**config.mk**
```make
export PLATFORM = sky130hd
export DESIGN_NAME = uart_tx_8n1_fifo_flat
export DESIGN_NICKNAME = d
export VERILOG_FILES = /design/src/rtl/uart_tx_8n1_fifo_if.sv /design/src/rtl/uart_tx_8n1_fifo.sv /design/src/flat_wrapper.sv
export SDC_FILE = /design/constraint.sdc
export NUM_CORES = 1
export LEC_CHECK = 0
export CAP_MARGIN = 15
export CORE_MARGIN = 1
export CORE_UTILIZATION = 40
export DETAILED_ROUTE_END_ITERATION = 8
export SYNTH_ARGS = -nofsm -noshare
export SYNTH_HDL_FRONTEND = slang
export SYNTH_SLANG_ARGS = --single-unit
```
**constraint.sdc**
```tcl
create_clock -name clk -period 3.65 [get_ports clk]
set_clock_uncertainty 0.1 [all_clocks]
set_input_delay 0.9125 -clock clk [delete_from_list [all_inputs] [get_ports clk]]
set_output_delay 0.9125 -clock clk [all_outputs]
set_load 0.1 [all_outputs]
```
**src/rtl/uart_tx_8n1_fifo_if.sv**
```systemverilog
// User-side write port of the UART transmitter: byte, strobe, back-pressure and FIFO level.
interface uart_tx_8n1_fifo_if #(
  parameter int FIFO_DEPTH = 4
);
  logic [7:0]                    tx_data;
  logic                          tx_valid;
  logic                          tx_ready;
  logic [$clog2(FIFO_DEPTH):0]   fifo_count;

  modport master (output tx_data, tx_valid, input tx_ready, fifo_count);
  modport slave  (input tx_data, tx_valid, output tx_ready, fifo_count);
endinterface

```
**src/rtl/uart_tx_8n1_fifo.sv**
```systemverilog
// FIFO-buffered UART transmitter, 8N1 (8E1 when UART_TX_PARITY_EN is defined).
// state  | meaning
// IDLE   | line high, waiting for a buffered byte
// START  | start bit (low)
// DATA   | 8 data bits, LSB first
// PARITY | even-parity bit (UART_TX_PARITY_EN only)
// STOP   | stop bit (high); next byte may start directly
module uart_tx_8n1_fifo #(
  parameter int CLK_FREQ   = 12000000,
  parameter int BAUD       = 115200,
  parameter int FIFO_DEPTH = 4
) (
  input  logic                 clk,
  input  logic                 rst,
  uart_tx_8n1_fifo_if.slave    bus,
  output logic                 tx,
  output logic                 tx_busy
);
  localparam int DIVISOR = CLK_FREQ / BAUD;
  localparam int CW      = $clog2(DIVISOR);
  localparam int PW      = $clog2(FIFO_DEPTH);

  typedef enum logic [2:0] {
    S_IDLE,
    S_START,
    S_DATA,
`ifdef UART_TX_PARITY_EN
    S_PARITY,
`endif
    S_STOP
  } state_t;

  logic [7:0]    mem_q [FIFO_DEPTH];
  logic [PW-1:0] wptr_q, rptr_q;
  logic [PW:0]   count_q, count_d;

  state_t        state_q;
  logic [CW-1:0] baud_q;
  logic [2:0]    bit_q;
  logic [7:0]    shift_q;
  logic          tx_q;
  logic          busy_q;
`ifdef UART_TX_PARITY_EN
  logic          parity_q;
`endif

  logic push, pop, have_data, baud_done;

  assign have_data = (count_q != '0);
  assign push      = bus.tx_valid && bus.tx_ready;
  assign baud_done = (baud_q == CW'(DIVISOR - 1));
  // The FIFO is popped either from idle or at the end of a stop bit, so frames chain without a gap.
  assign pop       = have_data && ((state_q == S_IDLE) || ((state_q == S_STOP) && baud_done));

  assign bus.tx_ready   = (count_q != (PW + 1)'(FIFO_DEPTH));
  assign bus.fifo_count = count_q;
  assign tx             = tx_q;
  assign tx_busy        = busy_q;

  always_comb begin
    count_d = count_q;
    if (push && !pop)      count_d = count_q + 1'b1;
    else if (!push && pop) count_d = count_q - 1'b1;
  end

  always_ff @(posedge clk) begin
    if (push) mem_q[wptr_q] <= bus.tx_data;
  end

  always_ff @(posedge clk) begin
    if (rst) begin
      wptr_q  <= '0;
      rptr_q  <= '0;
      count_q <= '0;
    end else begin
      if (push) wptr_q <= wptr_q + 1'b1;
      if (pop)  rptr_q <= rptr_q + 1'b1;
      count_q <= count_d;
    end
  end

  always_ff @(posedge clk) begin
    if (rst) begin
      state_q  <= S_IDLE;
      baud_q   <= '0;
      bit_q    <= '0;
      shift_q  <= '0;
      tx_q     <= 1'b1;
      busy_q   <= 1'b0;
`ifdef UART_TX_PARITY_EN
      parity_q <= 1'b0;
`endif
    end else begin
      if (state_q != S_IDLE) baud_q <= baud_done ? '0 : baud_q + 1'b1;
      case (state_q)
        S_IDLE: begin
          if (pop) begin
            shift_q  <= mem_q[rptr_q];
`ifdef UART_TX_PARITY_EN
            parity_q <= ^mem_q[rptr_q];
`endif
            tx_q     <= 1'b0;
            busy_q   <= 1'b1;
            baud_q   <= '0;
            state_q  <= S_START;
          end
        end
        S_START: begin
          if (baud_done) begin
            tx_q    <= shift_q[0];
            bit_q   <= '0;
            state_q <= S_DATA;
          end
        end
        S_DATA: begin
          if (baud_done) begin
            if (bit_q == 3'd7) begin
`ifdef UART_TX_PARITY_EN
              tx_q    <= parity_q;
              state_q <= S_PARITY;
`else
              tx_q    <= 1'b1;
              state_q <= S_STOP;
`endif
            end else begin
              shift_q <= {1'b0, shift_q[7:1]};
              tx_q    <= shift_q[1];
              bit_q   <= bit_q + 1'b1;
            end
          end
        end
`ifdef UART_TX_PARITY_EN
        S_PARITY: begin
          if (baud_done) begin
            tx_q    <= 1'b1;
            state_q <= S_STOP;
          end
        end
`endif
        S_STOP: begin
          if (baud_done) begin
            if (pop) begin
              shift_q  <= mem_q[rptr_q];
`ifdef UART_TX_PARITY_EN
              parity_q <= ^mem_q[rptr_q];
`endif
              tx_q     <= 1'b0;
              state_q  <= S_START;
            end else begin
              busy_q   <= 1'b0;
              state_q  <= S_IDLE;
            end
          end
        end
        default: state_q <= S_IDLE;
      endcase
    end
  end
endmodule

```
**src/flat_wrapper.sv**
```systemverilog
// flat-port wrapper written by rule: the top's interface ports become plain ports
module uart_tx_8n1_fifo_flat 
#(
  parameter int CLK_FREQ   = 12000000,
  parameter int BAUD       = 115200,
  parameter int FIFO_DEPTH = 4
)
  (clk, rst, tx, tx_busy, bus_tx_data, bus_tx_valid, bus_tx_ready, bus_fifo_count);
  uart_tx_8n1_fifo_if #(.FIFO_DEPTH(FIFO_DEPTH)) bus_i ();
  input  logic clk;
  input  logic rst;
  output logic tx;
  output logic tx_busy;
  input wire logic [$bits(bus_i.tx_data)-1:0] bus_tx_data;
  input wire logic [$bits(bus_i.tx_valid)-1:0] bus_tx_valid;
  output wire logic [$bits(bus_i.tx_ready)-1:0] bus_tx_ready;
  output wire logic [$bits(bus_i.fifo_count)-1:0] bus_fifo_count;
  assign bus_i.tx_data = bus_tx_data;
  assign bus_i.tx_valid = bus_tx_valid;
  assign bus_tx_ready = bus_i.tx_ready;
  assign bus_fifo_count = bus_i.fifo_count;
  uart_tx_8n1_fifo #(.CLK_FREQ(CLK_FREQ), .BAUD(BAUD), .FIFO_DEPTH(FIFO_DEPTH)) u_core (.clk(clk), .rst(rst), .bus(bus_i), .tx(tx), .tx_busy(tx_busy));
endmodule
```
After elaboration in Yosys (flattened, before gate mapping) --
Memories as Yosys holds them, arrays and structs flattened. A register that Yosys moved wholly into a read port is not among the register bits. Cells that the tools add are included.
Storage, ports and cells: bits in registers 30, RAM bits 32, input bits 11, word-level logic and storage cells 86, memories 1
Memory list:
- u_core.mem_q | depth 4, width 8, rd ports 1, clocked after Yosys merged registers in 1, wr ports 1, line uart_tx_8n1_fifo.sv:33 | logic [7:0] mem_q [FIFO_DEPTH];
Operators by class: $add $sub $neg 6, equal/unequal tests 13, mux-type cells 36, reductions and logical operators 21
Operators by type and width (count):
- 8-bit two-way mux | 4
- 3-bit two-way mux | 10
- 7-bit two-way mux | 4
- 8-bit one-hot mux with 3 select lines | 1
- 4-bit AND reduction | 4
- 3-bit one-hot mux with 4 select lines | 1
- 1-bit two-way mux | 11
- 2-bit by 1-bit inequality test with 1-bit output, second input constant | 5
- 3-bit nonzero test | 3
- 7-bit by 1-bit adder with 7-bit output, second input constant | 1
- 7-bit equality test, second input constant | 1
- 3-bit by 1-bit adder with 3-bit output, second input constant | 2
- 3-bit by 2-bit equality test with 1-bit output, second input constant | 2
- 3-bit one-hot mux with 2 select lines | 1
- 2-bit nonzero test | 3
- 1-bit logical AND | 5
- 5-bit AND reduction | 1
- 2-bit by 1-bit adder with 2-bit output, second input constant | 2
- 2-bit two-way mux | 2
- 2-bit inequality test, second input constant | 2
- 1-bit one-hot mux with 4 select lines | 1
- 4-bit nonzero test | 1
- 3-bit by 1-bit equality test with 1-bit output, second input constant | 1
- 3-bit equality test, second input constant | 1
- 6 further kinds | 7

Logic depth before layout (Yosys ltp) --
Gate-level depths: netlist of the first run.
depth after elaboration 7, gate-level depth with buffers 11, gate-level depth less buffers 10

Worst setup path before layout of the first run --
OpenSTA, ideal clock, no wires.
path type reg-to-reg, start point register u_core.count_q[0] (netlist: u_core.bus.fifo_count[0]), end point register u_core.count_q[2] (netlist: u_core.bus.fifo_count[2]), arrival 2844 ps, setup slack 636 ps, cell stages (with the launch flop) 9, clock period less this slack 3014 ps, cells stage by stage dfxtp_1 nor2_1 a21boi_1 ha_1 inv_1 fa_1 xor2_1 or3_1 a21oi_1
On the way: longest elaborated chain between the ends 5, elaborated cells on any way between the ends 13
Ends and longest elaborated chain:
- start, declared | line uart_tx_8n1_fifo.sv:35 | logic [PW:0] count_q, count_d;
- start signal, assigned | line uart_tx_8n1_fifo.sv:78 | count_q <= count_d;
- 3-bit inequality test * | line uart_tx_8n1_fifo.sv:55 | assign bus.tx_ready = (count_q != (PW + 1)'(FIFO_DEPTH));
- 1-bit logical AND * | line uart_tx_8n1_fifo.sv:50 | assign push = bus.tx_valid && bus.tx_ready;
- named net u_core.push | line uart_tx_8n1_fifo.sv:47 | logic push, pop, have_data, baud_done;
- 1-bit zero test | line uart_tx_8n1_fifo.sv:63 | else if (!push && pop) count_d = count_q - 1'b1;
- 1-bit logical AND | line uart_tx_8n1_fifo.sv:63
- 2-bit nonzero test (no source line)
The timed path passes the listed nets; every way through them passes the cells marked *. The select of a mux whose other input is x is not followed. A chain may end at the register's enable or synchronous reset.

Worst setup path after layout of the first run --
start point register u_core.state_q[0], end point register u_core.count_q[2] (netlist: u_core.bus.fifo_count[2])
On the way: longest elaborated chain between the ends 7, elaborated cells on any way between the ends 10
Ends and longest elaborated chain:
- start, declared | line uart_tx_8n1_fifo.sv:37 | state_t state_q;
- start signal, assigned | line uart_tx_8n1_fifo.sv:84 | state_q <= S_IDLE;
- start signal, assigned | line uart_tx_8n1_fifo.sv:105 | state_q <= S_START;
- start signal, assigned | line uart_tx_8n1_fifo.sv:112 | state_q <= S_DATA;
- 3-bit by 2-bit equality test with 1-bit output | line uart_tx_8n1_fifo.sv:53 | assign pop = have_data && ((state_q == S_IDLE) || ((state_q == S_STOP) && baud_done));
- 1-bit logical AND | line uart_tx_8n1_fifo.sv:53
- 1-bit logical OR * | line uart_tx_8n1_fifo.sv:53
- 1-bit logical AND * | line uart_tx_8n1_fifo.sv:53
- 1-bit zero test | line uart_tx_8n1_fifo.sv:62 | if (push && !pop) count_d = count_q + 1'b1;
- 1-bit logical AND | line uart_tx_8n1_fifo.sv:62
- 3-bit two-way mux or 2-bit nonzero test (tied branches)
Every way passes the cells marked *; elsewhere a longest branch is shown, timed or not.

==> results.toml, run 1 <==
[clock_tree]
cts-htree-levels = 3
total_clock_buffers_created_by_cts = 9
postCtsSetupBuffers = 0
clk_transition_reported_paths_ns = 0.08
worst_skew_pair.late_latency_ns = 0.35
cts_resized = 0
cts-hold-fix-buffers = 0
cts_tree = "done"
cts_sinks = 63
ctsLongestPathBuffers = 2
cts_root_buffer = "clkbuf_8"

[timing]
grt_setup_unrepaired = "false"
timing.final.setup_violations = 0
achievable-frequency_mhz = 352
finalHoldWorstSlack_ns = 0.366
setup_slack_ns = 0.808
finalSetupTns_ns = 0
layout_min_cycle_time_ns = 2.84
final-hold-violation-count = 0
final.period_utilization = 0.779
max-slew-margin-rel = 0.546
tightest_slew_ns = 0.681
final_max_slew_viol_count = 0

[floorplanning]
die_area_um2 = 7450
die_width_um = 86.3
core_region_area_um2 = 6830
dieHeight_um = 86.3
start_util = 0.416
num_io_pins = 17
number_of_rows_created_at_floorplan = 30

[pwr]
cellLeakagePower_nw = 1.19
clock_power_share = 0.217
power_frac_comb = 0.402
intPower_mw = 1.52
netSwitchingPower_mw = 1.01
power.density_cell_area_nw_per_um2 = 776
power_switching_share = 0.400
power.ir.vdd_worst_v = 0.000298
seqPwrFrac = 0.381

[yosys]
postSynth.topFlopCell = "edfxtp_1"
post_synth_inst_count = 235
synth.top_cells.by_area = "edfxtp_1 34%, dfxtp_1 22%, mux4_2 6.3%"
ys_warn_count = 0
synth.largest_area_cell = "edfxtp_1"
synth_cell_type_count = 50
synth.net_count = 259
synth-edff-count = 32
ys_seq_area_frac = 0.556
synthesis.area_um2 = 2840
ys_seq_elements = 63
synth_top_cell_area_share = 0.338
synth-async-reset-ratio = 0
syn_avg_cell_area_um2 = 12.1

[job]
maxCapViolations = 0

[setup_path]
timing.critical_path.depth = 10
worst-path-buf-inv = 2
worstPathRequired_ns = 3.82
worstPathMaxFanout = 21
reg_to_reg_slack_setup_ns = 0.81
cp_top_family = "adder cells"
critical_path.slowest_cell = "ha_1"
critical_path.reg2reg.endpoint = "u_core.bus.fifo_count[2]"
critical_path.cell_chain = "inv_1, ha_1, a31oi_2, or2_4, ha_1, inv_1, fa_1, xor2_1, or3_1, a21oi_1"
setup.worst_path.start_class = "flip-flop"
timing.critical_path.arrival_ns = 3.02
cp-end-kind = "flip-flop"
cp_slowest_stage_delay_ns = 0.44
r2r_cells = 10
regToRegStartpoint = "u_core.state_q[0]"
critPathKind = "flip-flop to flip-flop"

[cells_and_area]
layout_common_cells = "32 x edfxtp_1, 31 x dfxtp_1, 18 x a21oi_1"
layout_commonest_cell = "edfxtp_1"
design.final.nets = 279
insertedDiodeCount = 0
drive_gt1_frac = 0.165
areaGrowthSynthToFinish_pct = 14.7

[routing]
drt_iter0_drc = 74
totalWireLength_mm = 5.09
vias = 1847
avgRoutedWirePerCell_um = 14.3
dr.pass1.iters = 4
antenna_violation_net_count_after_detailed_routing = 0
drc = 0
per_cell_via_count_in_the_routed_design = 5.19

[min_path]
hold_class = "flip-flop to flip-flop"
min_delay_worst_endpoint = "u_core.shift_q[7]"
hold_path.startpoint = "u_core.shift_q[7]"
whs_path_depth = 2

[global_route]
initial_antenna_violation_count = 0
grt_pass1_vias = 1751
largest_net_degree_at_the_start_of_global_routing = 22
gr-total-overflow = 0
global_route_wire_length_before_repair_mm = 8.42
gr-usage-all-layers = 0.153

[placed_design]
portBuffers = 16
dp_worst_setup_slack_ns = 0.552
detailed_place_hpwl_mm = 3.34
gpl.final_weighted_congestion = 0.732

[status]
status = "finished clean"
==> registers in the layout, indices dropped and copies added (netlist names), named ones only <==
| signal | flops |
|---|---|
| u_core.bit_q | 3 |
| u_core.mem_q | 32 |
| u_core.baud_q | 7 |
| u_core.shift_q | 8 |
| u_core.wptr_q | 2 |
| u_core.bus.fifo_count | 3 |
| u_core.tx_busy | 1 |
| u_core.rptr_q | 2 |
| u_core.tx | 1 |
| u_core.state_q | 2 |
==> cell usage after synthesis, drive strengths merged, types with 3 or more instances <==
| master | count |
|---|---|
| nand4 | 3 |
| ha | 12 |
| xnor2 | 3 |
| mux2i | 10 |
| dfxtp | 31 |
| or3 | 5 |
| and2 | 5 |
| a21oi | 18 |
| a31oi | 3 |
| clkbuf | 6 |
| o22ai | 7 |
| xor2 | 3 |
| nand2 | 10 |
| nor3 | 4 |
| nor2 | 14 |
| buf | 4 |
| nand3 | 7 |
| edfxtp | 32 |
| inv | 17 |
| o21ai | 6 |
| mux4 | 8 |
==> through the flow <==
stage	instances	total power [mW]	area, µm²	utilization
floorplan	235	1.79	2840	-
global placement	340	1.99	3080	0.451
detailed placement	340	2.00	3080	0.451
CTS	356	2.56	3260	0.477
global route	356	2.70	3260	0.477
finish	356	2.53	3260	0.477
==> layer usage <==
layer  part of all wire  global-route usage  wire, µm  vias up
li1                   -                   -         -      915
met1               0.48               0.196      2460      895
met2               0.46               0.240      2370       26
met3              0.029              0.0381       147       11
met4              0.023              0.0818       119        0
met5                  0                   0         0        -
==> cell families (layout without fill, tap and decap cells) <==
logic type,count (synthesis),count (layout),share of synthesized area
simple gates,57,57,0.107
flops,63,63,0.556
mux,19,19,0.103
buf+inv,27,52,0.0396
compound gates,50,50,0.117
fa+ha+maj,13,13,0.0598
xor+xnor,6,6,0.0185
==> worst min-delay path: stages (launching register included) <==
cell	delay, ns
dfxtp_1	0.32
inv_1	0.05
o32ai_1	0.06
==> power by group through the flow <==
stage / logic [mW] / clock network, mW / registers [mW]
2_1_floorplan: 0.701 / 0 / 1.09
3_3_place_gp: 1.01 / 0 / 0.979
3_5_place_dp: 1.02 / 0 / 0.983
4_1_cts: 1.02 / 0.564 / 0.969
5_1_grt: 1.12 / 0.592 / 0.986
6_report: 1.02 / 0.549 / 0.966
==> final cells by class <==
| type | count | area, µm² |
|---|---|---|
| multi-input cells | 145 | 1150 |
| inverters | 17 | 63.8 |
| flip-flops and latches | 63 | 1580 |
| fillers | 659 | 3570 |
| repair buffers | 19 | 168 |
| clock buffers | 9 | 124 |
| clock inverters | 7 | 55.1 |
| well taps | 96 | 120 |
==> how the worst max path moves through the flow <==
stage | startpoint | end | slack [ns]
global placement | bus_tx_valid | u_core.bus.fifo_count[2] | 0.62
floorplan | u_core.bus.fifo_count[0] | u_core.bus.fifo_count[2] | 0.64
finish | u_core.state_q[0] | u_core.bus.fifo_count[2] | 0.81
detailed placement | bus_tx_valid | u_core.bus.fifo_count[2] | 0.55
CTS | u_core.state_q[0] | u_core.bus.fifo_count[2] | 0.80
global route | u_core.state_q[0] | u_core.bus.fifo_count[2] | 0.59
Power figures use the tool's default switching activity.
==> run 2: changes to the inputs <==
==> constraint.sdc (replaced) <==
create_clock -name clk -period 2.8 [get_ports clk]
set_clock_uncertainty 0.1 [all_clocks]
set_input_delay 0.7 -clock clk [delete_from_list [all_inputs] [get_ports clk]]
set_output_delay 0.7 -clock clk [all_outputs]
set_load 0.1 [all_outputs]
==> run 2 against run 1 <==
Worst setup slack worse by 0.63 ns. Core utilization rose by 0.60 points. Critical endpoint unchanged. Hold slack got worse by 0.0091 ns. Critical path type unchanged.
==> results.toml, run 2 (synthesis gave the netlist of run 1 again) <==
[routing]
per_cell_via_count_in_the_routed_design = 5.11
avgRoutedWirePerCell_um = 14.1
dr.pass1.iters = 4
drt_iter0_drc = 71
drc = 0
antenna_violation_net_count_after_detailed_routing = 0
vias = 1843
totalWireLength_mm = 5.08

[setup_path]
critical_path.cell_chain = "ha_1, and3_1, a31oi_2, or2_4, ha_1, inv_1, fa_1, xor2_1, or3_1, a21oi_1"
cp-end-kind = "flip-flop"
worstPathMaxFanout = 5
regToRegStartpoint = "u_core.baud_q[0]"
reg_to_reg_slack_setup_ns = 0.18
worst-path-buf-inv = 1
critPathKind = "flip-flop to flip-flop"
critical_path.reg2reg.endpoint = "u_core.bus.fifo_count[2]"
cp_top_family = "adder cells"
worstPathRequired_ns = 2.97
timing.critical_path.arrival_ns = 2.79
cp_slowest_stage_delay_ns = 0.37
r2r_cells = 10
critical_path.slowest_cell = "fa_1"
setup.worst_path.start_class = "flip-flop"
worst_path_most_repeated_cell = "ha_1"

[clock_tree]
cts-hold-fix-buffers = 0
total_clock_buffers_created_by_cts = 9
postCtsSetupBuffers = 0
cts-htree-levels = 3
cts_root_buffer = "clkbuf_8"
clk_transition_reported_paths_ns = 0.07
ctsLongestPathBuffers = 2
worst_skew_pair.late_latency_ns = 0.34
cts_sinks = 63
cts_tree = "done"
cts_resized = 0

[timing]
final-hold-violation-count = 0
achievable-frequency_mhz = 382
layout_min_cycle_time_ns = 2.62
finalSetupTns_ns = 0
grt_setup_unrepaired = "false"
final_max_slew_viol_count = 0
final.period_utilization = 0.936
finalHoldWorstSlack_ns = 0.357
tightest_slew_ns = 0.532
timing.final.setup_violations = 0
max-slew-margin-rel = 0.645

[global_route]
initial_antenna_violation_count = 0
gr-total-overflow = 0
largest_net_degree_at_the_start_of_global_routing = 21
grt_pass1_vias = 1751
gr-usage-all-layers = 0.156
global_route_wire_length_before_repair_mm = 8.72

[floorplanning]
die_area_um2 = 7450
number_of_rows_created_at_floorplan = 30
start_util = 0.416
dieHeight_um = 86.3
num_io_pins = 17
die_width_um = 86.3
core_region_area_um2 = 6830

[cells_and_area]
n_fill_cell = 640
top_register = "u_core.mem_q"
fin_util = 0.484
largest_reg_flops = 32
drive_gt1_frac = 0.189
design.final.nets = 284
areaGrowthSynthToFinish_pct = 16.1
layout_top_registers = "u_core.mem_q (32), u_core.shift_q (8), u_core.baud_q (7)"
insertedDiodeCount = 0
layout_commonest_cell = "edfxtp_1"
layout_common_cells = "32 x edfxtp_1, 29 x dfxtp_1, 18 x a21oi_1"

[min_path]
hold_class = "flip-flop to flip-flop"
whs_path_depth = 2
hold_path.startpoint = "u_core.shift_q[7]"
min_delay_worst_endpoint = "u_core.shift_q[7]"

[job]
maxCapViolations = 0

[placed_design]
portBuffers = 16
detailed_place_hpwl_mm = 3.47
gpl.final_weighted_congestion = 0.752

[pwr]
power.ir.vdd_worst_v = 0.000372
cellLeakagePower_nw = 1.22
power.density_cell_area_nw_per_um2 = 1010
overall_power_after_layout_mw = 3.33

[status]
status = "finished clean"
-- run 2: cell count changes in the layout (fill, tap and decap cells not counted) --
cell,previous run,this run
dfxtp_1,31,29
clkinvlp_4,2,1
dfxtp_2,0,2
buf_4,9,14
clkinv_4,1,2
-- run 2: area by class of cell --
type / count / area, µm² / area share
inverter: 17 / 63.8 / 0.0193
sequential: 63 / 1580 / 0.480
timing repair buffer: 24 / 205 / 0.0621
clock inverter: 7 / 56.3 / 0.0170
multi-input combinational: 145 / 1150 / 0.348
tap: 96 / 120 / 0.0364
clock buffer: 9 / 124 / 0.0375
-- run 2: worst max path at each step --
| stage | startpoint | endpoint | slack (ns) | depth (start not counted) |
|---|---|---|---|---|
| finish | u_core.baud_q[0] | u_core.bus.fifo_count[2] | 0.18 | 10 |
| global route | u_core.baud_q[0] | u_core.bus.fifo_count[2] | 0.01 | 10 |
| CTS | u_core.baud_q[0] | u_core.bus.fifo_count[2] | 0.18 | 10 |
| detailed placement | bus_tx_valid | u_core.bus.fifo_count[2] | 0.03 | 8 |
| global placement | bus_tx_valid | u_core.bus.fifo_count[2] | 0.06 | 8 |
| floorplan | u_core.bus.fifo_count[2] | u_core.bus.fifo_count[2] | 0.08 | 8 |
-- run 2: metal layers --
metal / wire [µm] / GRT usage
met1: 2530 / 0.215
met4: 100 / 0.0727
met2: 2310 / 0.235
met3: 147 / 0.0343
met5: 0 / 0
-- run 2: worst register-to-register path: stages (launching register included) --
cell and delay [ns]:
dfxtp_1 0.34, ha_1 0.24, and3_1 0.20, a31oi_2 0.28, or2_4 0.20, ha_1 0.17, inv_1 0.06, fa_1 0.37
xor2_1 0.17, or3_1 0.30, a21oi_1 0.14
-- run 2: per-stage QoR --
stage / setup slack, ns / cells / area (µm²)
after floorplan: 0.0825 / 235 / 2850
after global placement: 0.0603 / 345 / 3120
after detailed placement: 0.0310 / 345 / 3120
after CTS: 0.177 / 361 / 3300
after global routing: 0.0108 / 361 / 3300
final: 0.179 / 361 / 3300
-- run 2: power breakdown --
group	switching, mW	internal (mW)	total, mW
Clock	0.391	0.331	0.723
Combinational	0.811	0.538	1.35
Sequential	0.130	1.13	1.26
==> run 3: changes to the inputs <==
--- a/config.mk
+++ b/config.mk
@@ -5,10 +5,10 @@
 export SDC_FILE = /design/constraint.sdc
 export NUM_CORES = 1
 export LEC_CHECK = 0
-export CAP_MARGIN = 15
 export CORE_MARGIN = 1
 export CORE_UTILIZATION = 40
 export DETAILED_ROUTE_END_ITERATION = 8
+export SLEW_MARGIN = 5
 export SYNTH_ARGS = -nofsm -noshare
 export SYNTH_HDL_FRONTEND = slang
 export SYNTH_SLANG_ARGS = --single-unit
==> results of run 3 <==
No change in the layout: final DEF, timing and power equal those of run 2.
